**src/rtl/brush_stamper.sv**
```systemverilog
// brush_stamper: expands one stamp request into a row-major stream of single-pixel
// writes over a (2r+1)x(2r+1) square. Off-grid pixels are clipped; define BRUSH_WRAP_EN to wrap them instead.
module brush_stamper #(
   parameter int GRID_BITS = 6,
   parameter int RAD_BITS  = 2
) (
   input  logic                 clk,
   input  logic                 rst,
   input  logic                 in_stamp,
   input  logic [GRID_BITS-1:0] in_column,
   input  logic [GRID_BITS-1:0] in_row,
   input  logic [RAD_BITS-1:0]  in_radius,
   input  logic [7:0]           in_px_data,
   input  logic                 in_image_palette,
   input  logic                 in_image_overlay,
   input  logic                 in_write_available,
   output logic                 out_write,
   output logic [GRID_BITS-1:0] out_column,
   output logic [GRID_BITS-1:0] out_row,
   output logic [7:0]           out_px_data,
   output logic                 out_image_palette,
   output logic                 out_image_overlay,
   output logic                 out_busy,
   output logic                 out_done,
   output logic [1:0]           dbg_state
);
   localparam int DW = RAD_BITS + 1;
   localparam int TW = GRID_BITS + 2;

   // Handshake: a write is issued only on an edge where the FSM is in ISSUE and
   // in_write_available is 1; out_write then stays high for exactly one cycle and the
   // pixel coordinates hold until the next write. Encoding is visible on dbg_state.
   typedef enum logic [1:0] {
      IDLE  = 2'd0,
      ISSUE = 2'd1,
      GAP   = 2'd2,
      DONE  = 2'd3
   } state_t;

   state_t state, state_nxt;

   logic [GRID_BITS-1:0] cx, cy, cx_nxt, cy_nxt;
   logic [RAD_BITS-1:0]  rad, rad_nxt;
   logic signed [DW-1:0] dx, dy, dx_nxt, dy_nxt;
   logic signed [DW-1:0] rad_s, dx_adv, dy_adv;
   logic signed [TW-1:0] tx, ty;
   logic                 off_grid, last;

   logic                 write_nxt, busy_nxt, done_nxt;
   logic [GRID_BITS-1:0] col_nxt, row_nxt;
   logic [7:0]           px_nxt;
   logic                 pal_nxt, ovl_nxt;

   assign rad_s = $signed({1'b0, rad});
   assign tx    = $signed({2'b00, cx}) + $signed({{(TW-DW){dx[DW-1]}}, dx});
   assign ty    = $signed({2'b00, cy}) + $signed({{(TW-DW){dy[DW-1]}}, dy});
   assign last  = (dx == rad_s) && (dy == rad_s);

`ifdef BRUSH_WRAP_EN
   assign off_grid = 1'b0;
`else
   // Targets span -3..66, so any set bit above the grid width means off-grid.
   assign off_grid = (|tx[TW-1:GRID_BITS]) | (|ty[TW-1:GRID_BITS]);
`endif

   always_comb begin
      if (dx == rad_s) begin
         dx_adv = -rad_s;
         dy_adv = dy + DW'(1);
      end else begin
         dx_adv = dx + DW'(1);
         dy_adv = dy;
      end
   end

   // State register plus all registered datapath and outputs.
   always_ff @(posedge clk or negedge rst) begin
      if (!rst) begin
         state             <= IDLE;
         cx                <= '0;
         cy                <= '0;
         rad               <= '0;
         dx                <= '0;
         dy                <= '0;
         out_write         <= 1'b0;
         out_column        <= '0;
         out_row           <= '0;
         out_px_data       <= '0;
         out_image_palette <= 1'b0;
         out_image_overlay <= 1'b0;
         out_busy          <= 1'b0;
         out_done          <= 1'b0;
      end else begin
         state             <= state_nxt;
         cx                <= cx_nxt;
         cy                <= cy_nxt;
         rad               <= rad_nxt;
         dx                <= dx_nxt;
         dy                <= dy_nxt;
         out_write         <= write_nxt;
         out_column        <= col_nxt;
         out_row           <= row_nxt;
         out_px_data       <= px_nxt;
         out_image_palette <= pal_nxt;
         out_image_overlay <= ovl_nxt;
         out_busy          <= busy_nxt;
         out_done          <= done_nxt;
      end
   end

   always_comb begin
      state_nxt = state;
      case (state)
         IDLE:  if (in_stamp) state_nxt = ISSUE;
         ISSUE: begin
            if (off_grid) begin
               if (last) state_nxt = DONE;
            end else if (in_write_available) begin
               state_nxt = GAP;
            end
         end
         GAP:   state_nxt = last ? DONE : ISSUE;
         DONE:  state_nxt = IDLE;
         default: state_nxt = IDLE;
      endcase
   end

   always_comb begin
      cx_nxt    = cx;
      cy_nxt    = cy;
      rad_nxt   = rad;
      dx_nxt    = dx;
      dy_nxt    = dy;
      write_nxt = out_write;
      col_nxt   = out_column;
      row_nxt   = out_row;
      px_nxt    = out_px_data;
      pal_nxt   = out_image_palette;
      ovl_nxt   = out_image_overlay;
      busy_nxt  = out_busy;
      done_nxt  = out_done;
      case (state)
         IDLE: begin
            if (in_stamp) begin
               cx_nxt   = in_column;
               cy_nxt   = in_row;
               rad_nxt  = in_radius;
               dx_nxt   = -$signed({1'b0, in_radius});
               dy_nxt   = -$signed({1'b0, in_radius});
               px_nxt   = in_px_data;
               pal_nxt  = in_image_palette;
               ovl_nxt  = in_image_overlay;
               busy_nxt = 1'b1;
            end
         end
         ISSUE: begin
            if (off_grid) begin
               dx_nxt = dx_adv;
               dy_nxt = dy_adv;
               if (last) done_nxt = 1'b1;
            end else if (in_write_available) begin
               write_nxt = 1'b1;
               col_nxt   = tx[GRID_BITS-1:0];
               row_nxt   = ty[GRID_BITS-1:0];
            end
         end
         GAP: begin
            write_nxt = 1'b0;
            dx_nxt    = dx_adv;
            dy_nxt    = dy_adv;
            if (last) done_nxt = 1'b1;
         end
         DONE: begin
            done_nxt = 1'b0;
            busy_nxt = 1'b0;
         end
         default: ;
      endcase
   end

   assign dbg_state = state;

endmodule

```
**config.mk**
```make
export PLATFORM = sky130hd
export DESIGN_NAME = brush_stamper
export DESIGN_NICKNAME = d
export VERILOG_FILES = /design/src/rtl/brush_stamper.sv
export SDC_FILE = /design/constraint.sdc
export NUM_CORES = 1
export LEC_CHECK = 0
export BUFFER_PORTS_ARGS = -buffer_cell sky130_fd_sc_hd__buf_2
export CAP_MARGIN = 20
export CORE_AREA = 2 2 98 100
export DETAILED_ROUTE_END_ITERATION = 10
export DIE_AREA = 0 0 100 102
export GPL_TIMING_DRIVEN = 0
export PLACE_DENSITY_LB_ADDON = 0.2
export SETUP_SLACK_MARGIN = 0.02
export SKIP_CTS_REPAIR_TIMING = 1
export SLEW_MARGIN = 20
export SYNTH_ARGS = -nofsm -noshare
export SYNTH_HDL_FRONTEND = slang
export SYNTH_SLANG_ARGS = --single-unit
```
**constraint.sdc**
```tcl
create_clock -name clk -period 4 [get_ports clk]
set_input_delay 0.8 -clock clk [delete_from_list [all_inputs] [get_ports clk]]
set_output_delay 0.8 -clock clk [all_outputs]
set_load 0.05 [all_outputs]
```
=== Word level (Yosys, flattened, before mapping) ===
Cells that the tools add are included.

* Flip-flop bits (word level): 47
* Input port bits: 28
* Output and inout port bits: 27
* Logic and storage cells: 69

* Add/sub/neg operators: 6
* Eq/ne operators: 11
* Multiplexer cells: 21
* Bitwise logic cells: 2
* Reductions and logical operators: 15

{| class="wikitable"
|+ Operator list
! kind !! number
|-
| $pmux W3 S3 || 2
|-
| $add A7 B3 Y8 || 2
|-
| $mux W3 || 5
|-
| $reduce_and A3 Y1 || 4
|-
| $mux W2 || 5
|-
| $ne A2 B2 Y1 const B || 4
|-
| $pmux W2 S4 || 1
|-
| $add A3 B2 Y3 const B || 2
|-
| $eq A3 B3 Y1 || 2
|-
| $ne A3 B3 Y1 const B || 2
|-
| $neg A2 Y3 || 2
|-
| $reduce_and A2 Y1 || 3
|-
| $reduce_bool A3 Y1 || 2
|-
| $mux W1 || 5
|-
| $eq A2 B2 Y1 const B || 2
|-
| $pmux W1 S2 || 2
|-
| $reduce_bool A2 Y1 || 2
|-
| $reduce_or A2 Y1 || 2
|-
| $pmux W1 S3 || 1
|-
| $eq A2 B1 Y1 const B || 1
|-
| $logic_not A2 Y1 || 1
|-
| $logic_and A1 B1 Y1 || 1
|-
| $not A1 Y1 || 1
|-
| $or A1 B1 Y1 || 1
|}

=== Longest topological paths before layout ===
Gate-level depths: netlist of run 1.

* Depth after elaboration: 5
* Mapped depth: 11
* Mapped depth without buffers: 10

=== Worst setup path before layout of run 1 ===
Ideal clock, no wire load.

* Kind: flip-flop to flip-flop
* From: reg dy[0]
* To: reg dy[0]
* Library setup time: 0.125 ns
* Arrival: 2.539 ns
* Required time: 3.875 ns
* Setup slack: 1.337 ns
* Stages on the path, launching flop included: 10
* Buffers on the path: 0
* Path through: dfrtp_1 -> ha_1 -> fa_1 -> a21o_1 -> a22o_1 -> or3_4 -> mux2i_4 -> nand3_2 -> o2111ai_1 -> mux2_2

* Cells in the longest elaborated chain, start to end: 5

{| class="wikitable"
|+ Ends and longest elaborated chain
! element !! line !! source
|-
| start: declaration || 44 || <nowiki>logic signed [DW-1:0] dx, dy, dx_nxt, dy_nxt;</nowiki>
|-
| start signal: assignment || 99 || <nowiki>dy <= dy_nxt;</nowiki>
|-
| $add A7 B3 Y8 || 56 || <nowiki>assign ty = $signed({2'b00, cy}) + $signed({{(TW-DW){dy[DW-1]}}, dy});</nowiki>
|-
| $reduce_or A2 Y1 || 63 || <nowiki>assign off_grid = (|tx[TW-1:GRID_BITS]) | (|ty[TW-1:GRID_BITS]);</nowiki>
|-
| $or A1 B1 Y1 || 63 ||
|-
| $ne A2 B2 Y1 (no source line) || - ||
|-
| $reduce_and A3 Y1 (no source line) || - ||
|}

Several ways; a longest one is shown, not always the timed one. The select of a mux whose other input is x is not followed.
A chain may end at the register's enable or synchronous reset.

=== Final worst setup path of run 1 ===
* From: reg dy[0]
* To: reg out_row[1]

* Cells in the longest elaborated chain, start to end: 5

{| class="wikitable"
|+ Ends and longest elaborated chain
! element !! line !! source
|-
| $add A7 B3 Y8 (*) || 56 ||
|-
| $reduce_or A2 Y1 || 63 ||
|-
| $or A1 B1 Y1 || 63 ||
|-
| $not A1 Y1 (no source line) || - ||
|-
| $reduce_and A3 Y1 (no source line) || - ||
|-
| end signal: assignment || 102 || <nowiki>out_row <= row_nxt;</nowiki>
|-
| end: declaration || 19 || <nowiki>output logic [GRID_BITS-1:0] out_row,</nowiki>
|}

Mark *: on every way between the ends. The rest lies on a longest branch, timed or not.

==> summary.md, run 1 <==
| Metric | Value |
|---|---|
| Max Fclk | `338 MHz` |
| Synth top area cells | `dfrtp_1, mux2_2, ha_1` |
| Clock skew | `7.49 ps` |
| GP Congestion | `0.773` |
| Final worst path period share | `74.0%` |
| Critical path type | `register to register` |
| End point of the critical path | `out_row[1]` |
| Die X | `100 um` |
| Drt first pass iters | `4` |
| Layout cell share with drive strength beyond 1 | `34.1%` |
| CTS buffer count | `5` |
| Final Hold Viols | `0` |
| Clk Latency, worst-skew pair | `300 ps` |
| CP Data Required Time | `4190 ps` |
| GRT overflow | `0` |
| Setup_tns | `0 ps` |
| Initial antenna violation count | `0` |
| Worst setup SP type | `register` |
| Flop2flop setup slack | `1040 ps` |
| Slew Viols, Final | `0` |
| Yosys warning count | `0` |
| Rows | `35` |
| Most numerous cell in the Yosys netlist | `dfrtp_1` |
| First-pass GRT wire length | `9.38 mm` |
| Longest Clk Path Bufs | `2` |
| Residual DRC | `0` |
| CP Capture Type | `register` |
| R2R depth | `9` |
| Area leader, netlist | `dfrtp_1` |
| DP Wirelength | `4.27 mm` |
| Number of synthesized flops with an enable pin | `0` |
| Top FF cell, synth | `dfrtp_1` |
| CP Data Arrival Time | `3150 ps` |
| Cells after synthesis | `240` |
| Ys async rst share | `100%` |
| Clk Tree Root Cell | `clkbuf_8` |
| Outcome | `finished, final reports clean` |
| Syn Nets | `293` |
| Tmin final | `2960 ps` |
| Starting Density | `29.5%` |
| Worst R2R Start | `dy[0]` |
| Area delta synth->final | `20.2%` |
| 1st-iter DRT viols | `50` |
| Gr usage total | `11.7%` |
| CP Max Fanout | `10` |
| Drt total wl | `5.68 mm` |
| Core region area | `9110 um^2` |
| Port buffer count | `54` |
| CTS clock-pin slew for the worst setup and hold paths | `90 ps` |
| Vias in the first global route | `1904` |
| ANT cells | `0` |
| Seq/Total Area, Yosys | `43.7%` |
| Slew @ Worst Pin | `706 ps` |
| Vias | `1922` |
| IO Pins | `55` |
| Worst hold path type | `register to register` |
| WL/cell | `13.8 um` |
| # setup viols final | `0` |
| Die area | `10200 um^2` |
| Setup crit start | `dy[0]` |
| Num Clock Sinks | `47` |
| Synth Cell Area | `2690 um^2` |
| Via density per instance | `4.65` |
| Yosys cell types | `47` |
| FF-to-FF End | `out_row[1]` |
| #FFs+latches synth | `47` |
| Avg Cell Area, Syn | `11.2 um^2` |
| TritonCTS clock tree | `built` |
| Top cell type's share of synthesized area | `43.7%` |
| Post-synth top cells | `dfrtp_1, mux2_2, ha_1, nand2_1, o21ai_0` |
| Max-Cap Viols | `0` |
| H-tree depth | `2` |
| Post-DRT Antenna Nets | `0` |
| Die Height | `102 um` |
| RSZ-0062 raised after global routing | `no` |
| Largest net degree at the start of global routing | `48` |
| Nets | `354` |
| Worst slew margin | `52.2%` |
==> cell usage in the layout, fill, tap and decap left out, drive strengths merged, types with 3 or more instances in the layout <==
cell type,n
ha,23
a21oi,11
a21o,3
dfrtp,47
xor2,9
nand3,3
xnor2,4
inv,18
buf,55
mux2i,4
o21ai,22
a31oi,4
clkbuf,11
mux2,29
nor2,5
nand2,22
==> flip-flops by register name, indices dropped and copies added (netlist names) <==
| name | cells |
|---|---|
| dbg_state | 2 |
| out_image_overlay | 1 |
| cx | 6 |
| out_px_data | 8 |
| dx | 3 |
| cy | 6 |
| out_write | 1 |
| out_row | 6 |
| out_column | 6 |
| rad | 2 |
| out_done | 1 |
| dy | 3 |
| out_image_palette | 1 |
| out_busy | 1 |
==> worst max-delay path, stage by stage (launching register included) <==
cell and delay [ps]:
dfrtp_1 440, ha_1 240, fa_1 400, a21o_1 220, a22o_1 190, or3_4 340, mux2i_4 250, nand4_2 220
buf_2 250, mux2_4 310
==> worst min path at each step <==
stage                        startpoint       endpoint  slack [ps]  depth (start not counted)
after floorplan                   cx[3]          cx[3]         490                          1
after global placement    out_column[3]  out_column[3]         460                          2
after detailed placement     out_row[4]     out_row[4]         470                          2
after CTS                 out_column[4]  out_column[4]         490                          2
after global routing         out_row[4]     out_row[4]         510                          2
final                        out_row[4]     out_row[4]         480                          2
==> kinds of logic after synthesis <==
group | synth area share, %
buf+inv | 3.40
flops | 43.7
simple gates | 8.70
compound gates | 12.8
fa+ha+maj | 12.2
xor+xnor | 4.23
mux | 15.0
==> per-layer routing <==
metal | wire, um | up-vias | part of all wire [%] | GRT usage, %
met1 | 2670 | 908 | 47 | 14.8
li1 | - | 969 | - | -
met2 | 2770 | 40 | 49 | 20.6
met4 | 56 | 0 | 0.99 | 2.85
met5 | 0 | - | 0 | 0
met3 | 188 | 5 | 3.3 | 2.39
==> layout make-up <==
type                       count  area, um^2
clock inverter                 2        60.1
clock buffer                   6        72.6
tap                          111         139
sequential                    47        1180
multi-input combinational    169        1420
buffer                         6        23.8
timing repair buffer          54         273
inverter                      18        67.6
fill                         932        5880
==> metrics by stage <==
step / setup WS, ps / hold slack, ps / area, um^2 / instances / utilization [%]
final: 1040 / 478 / 3230 / 413 / 35.5
after global routing: 912 / 510 / 3230 / 413 / 35.5
after CTS: 1020 / 488 / 3230 / 413 / 35.5
after detailed placement: 1030 / 465 / 3100 / 405 / 34.0
after global placement: 1050 / 458 / 3100 / 405 / 34.0
after floorplan: 1340 / 486 / 2690 / 240 / -
Power of run 1 is not shown: default switching activity piles up to over one toggle a cycle in this logic, so the estimate is an artifact.
==> run 2: changes to the inputs <==
- clock period: 4 -> 2.7 ns (I/O delays scaled with it)
==> run 2 against run 1 <==
The flow now finishes with violations (setup timing). Via count grew 3.1%. Count of clock-buffer cells in the layout unchanged. First-iteration DRC count shrank 10%. Non-clock buffer count is 11 higher.
==> summary.md, run 2 (synthesis gave the netlist of run 1 again) <==
| Metric | Value |
|---|---|
| Outcome | `finished, violations left` |
| Failing checks | `setup timing` |
| Critical path buffers and inverters | `1 (unchanged)` |
| RSZ-0062 raised after global routing | `yes` |
| 1st-iter DRT viols | `45 (-10%)` |
| Die X | `100 um (unchanged)` |
| Die area | `10200 um^2 (unchanged)` |
| Tmin final | `2720 ps (-236 ps)` |
| Rows | `35 (unchanged)` |
| DP Wirelength | `4.27 mm (unchanged)` |
| Clk Latency, worst-skew pair | `300 ps (about the same)` |
| CP Capture Type | `register` |
| Register area | `1180 um^2 (+0.43%)` |
| Drt first pass iters | `4 (unchanged)` |
| Clk Tree Root Cell | `clkbuf_8` |
| Largest net degree at the start of global routing | `48 (unchanged)` |
| Final instance area | `3400 um^2 (+5.1%)` |
| Slew Viols, Final | `0 (unchanged)` |
| H-tree depth | `2 (unchanged)` |
| CP Data Arrival Time | `2920 ps (-230 ps)` |
| Vias in the first global route | `1904 (unchanged)` |
| CTS clock-pin slew for the worst setup and hold paths | `90 ps (about the same)` |
| TritonCTS clock tree | `built` |
| Worst setup SP type | `register` |
| Final worst path period share | `101% (+27 points)` |
| Drt total wl | `5.94 mm (+4.4%)` |
| Slowest cell on crit path | `dfrtp_2` |
| Commonest cells after routing, fill and taps aside | `buf_2, dfrtp_1, mux2_2` |
| Fill cell count | `915 (-1.8%)` |
| Num Clock Sinks | `47 (unchanged)` |
| Pre-CTS setup slack | `-266 ps (-1300 ps)` |
| CP Max Fanout | `5 (-5)` |
| Max reg flops | `8 (unchanged)` |
| GRT overflow | `0 (unchanged)` |
| Gr usage total | `11.7% (unchanged)` |
| Port buffer count | `54 (unchanged)` |
| GP Congestion | `0.773 (unchanged)` |
| IO Pins | `55 (unchanged)` |
| CP Data Required Time | `2890 ps (-1300 ps)` |
| Leading cell type in the layout, fill and taps excluded | `buf_2` |
| Area of the multi-input gates | `1500 um^2 (+5.3%)` |
| Clock skew | `8.44 ps (+0.955 ps)` |
| Worst-path cell chain | `ha_4 > fa_2 > a21o_1 > a22o_1 > or3_4 > mux2i_4 > nand4_4 > buf_6 > mux2_4` |
| Max-Cap Viols | `0 (unchanged)` |
| Critical path type | `register to register` |
| CTS buffer count | `5 (unchanged)` |
| Placed Area | `3100 um^2 (unchanged)` |
| Starting Density | `29.5% (unchanged)` |
| Final WS setup | `-23.6 ps (-1060 ps)` |
| Longest Clk Path Bufs | `2 (unchanged)` |
| Most flops, register | `out_px_data` |
| Cell family with most CP delay | `multiplexers` |
| Slew @ Worst Pin | `701 ps (-5.68 ps)` |
| First-pass GRT wire length | `9.38 mm (unchanged)` |
| Post-DRT Antenna Nets | `0 (unchanged)` |
| Final Hold Viols | `0 (unchanged)` |
| Die Height | `102 um (unchanged)` |
| Residual DRC | `0 (unchanged)` |
| # setup viols final | `5 (+5)` |
| Nets | `365 (+3.1%)` |
| Hold WS | `243 ps (-235 ps)` |
| WL/cell | `14.0 um (+1.7%)` |
| Via density per instance | `4.67 (+0.40%)` |
| Worst hold path type | `input pin to async pin` |
| Max incr delay on CP | `440 ps (about the same)` |
| Worst slew margin | `52.6% (+0.38 points)` |
| Core region area | `9110 um^2 (unchanged)` |
| Area delta synth->final | `26.4%` |
| Max Fclk | `367 MHz (+8.7%)` |
| Vias | `1981 (+3.1%)` |
| ANT cells | `0 (unchanged)` |
| Initial antenna violation count | `0 (unchanged)` |
| Layout cell share with drive strength beyond 1 | `40.3% (+6.1 points)` |
run 2: area by class of cell:
class	count	area share (%)
plain buffers	6	0.920
clock buffers	6	2.14
clock inverters	2	1.77
inverters	18	1.99
multi-input cells	169	44.0
flip-flops and latches	47	34.8
well taps	111	4.09
repair buffers	65	10.3
run 2: worst paths after layout:
kind                                endpoint  depth (start not counted)  slack [ps]        startpoint
min in group clk           out_image_overlay                          2         470  in_image_overlay
max in group asynchronous              dy[2]                          1        1980               rst
max                               out_row[1]                          9         -20             dy[0]
min reg2reg                       out_row[4]                          2         480        out_row[4]
max reg2reg                       out_row[1]                          9         -20             dy[0]
min                            out_column[1]                          1         240               rst
run 2: metrics by stage:
step	util (%)	std cells	TNS, ps
after floorplan	-	240	0
after global placement	34.0	405	-2810
after detailed placement	34.0	405	-3210
after CTS	35.5	413	-3530
after global routing	37.3	424	-1400
final	37.3	424	-75.3
run 2: metal layers:
metal	vias to the layer above	global-route usage [%]	part of all wire [%]
met2	41	20.6	50
met5	-	0	0
met4	0	2.85	1.1
met3	6	2.39	3.8
li1	999	-	-
met1	935	14.8	45
Power of run 2 is left out for the same reason.
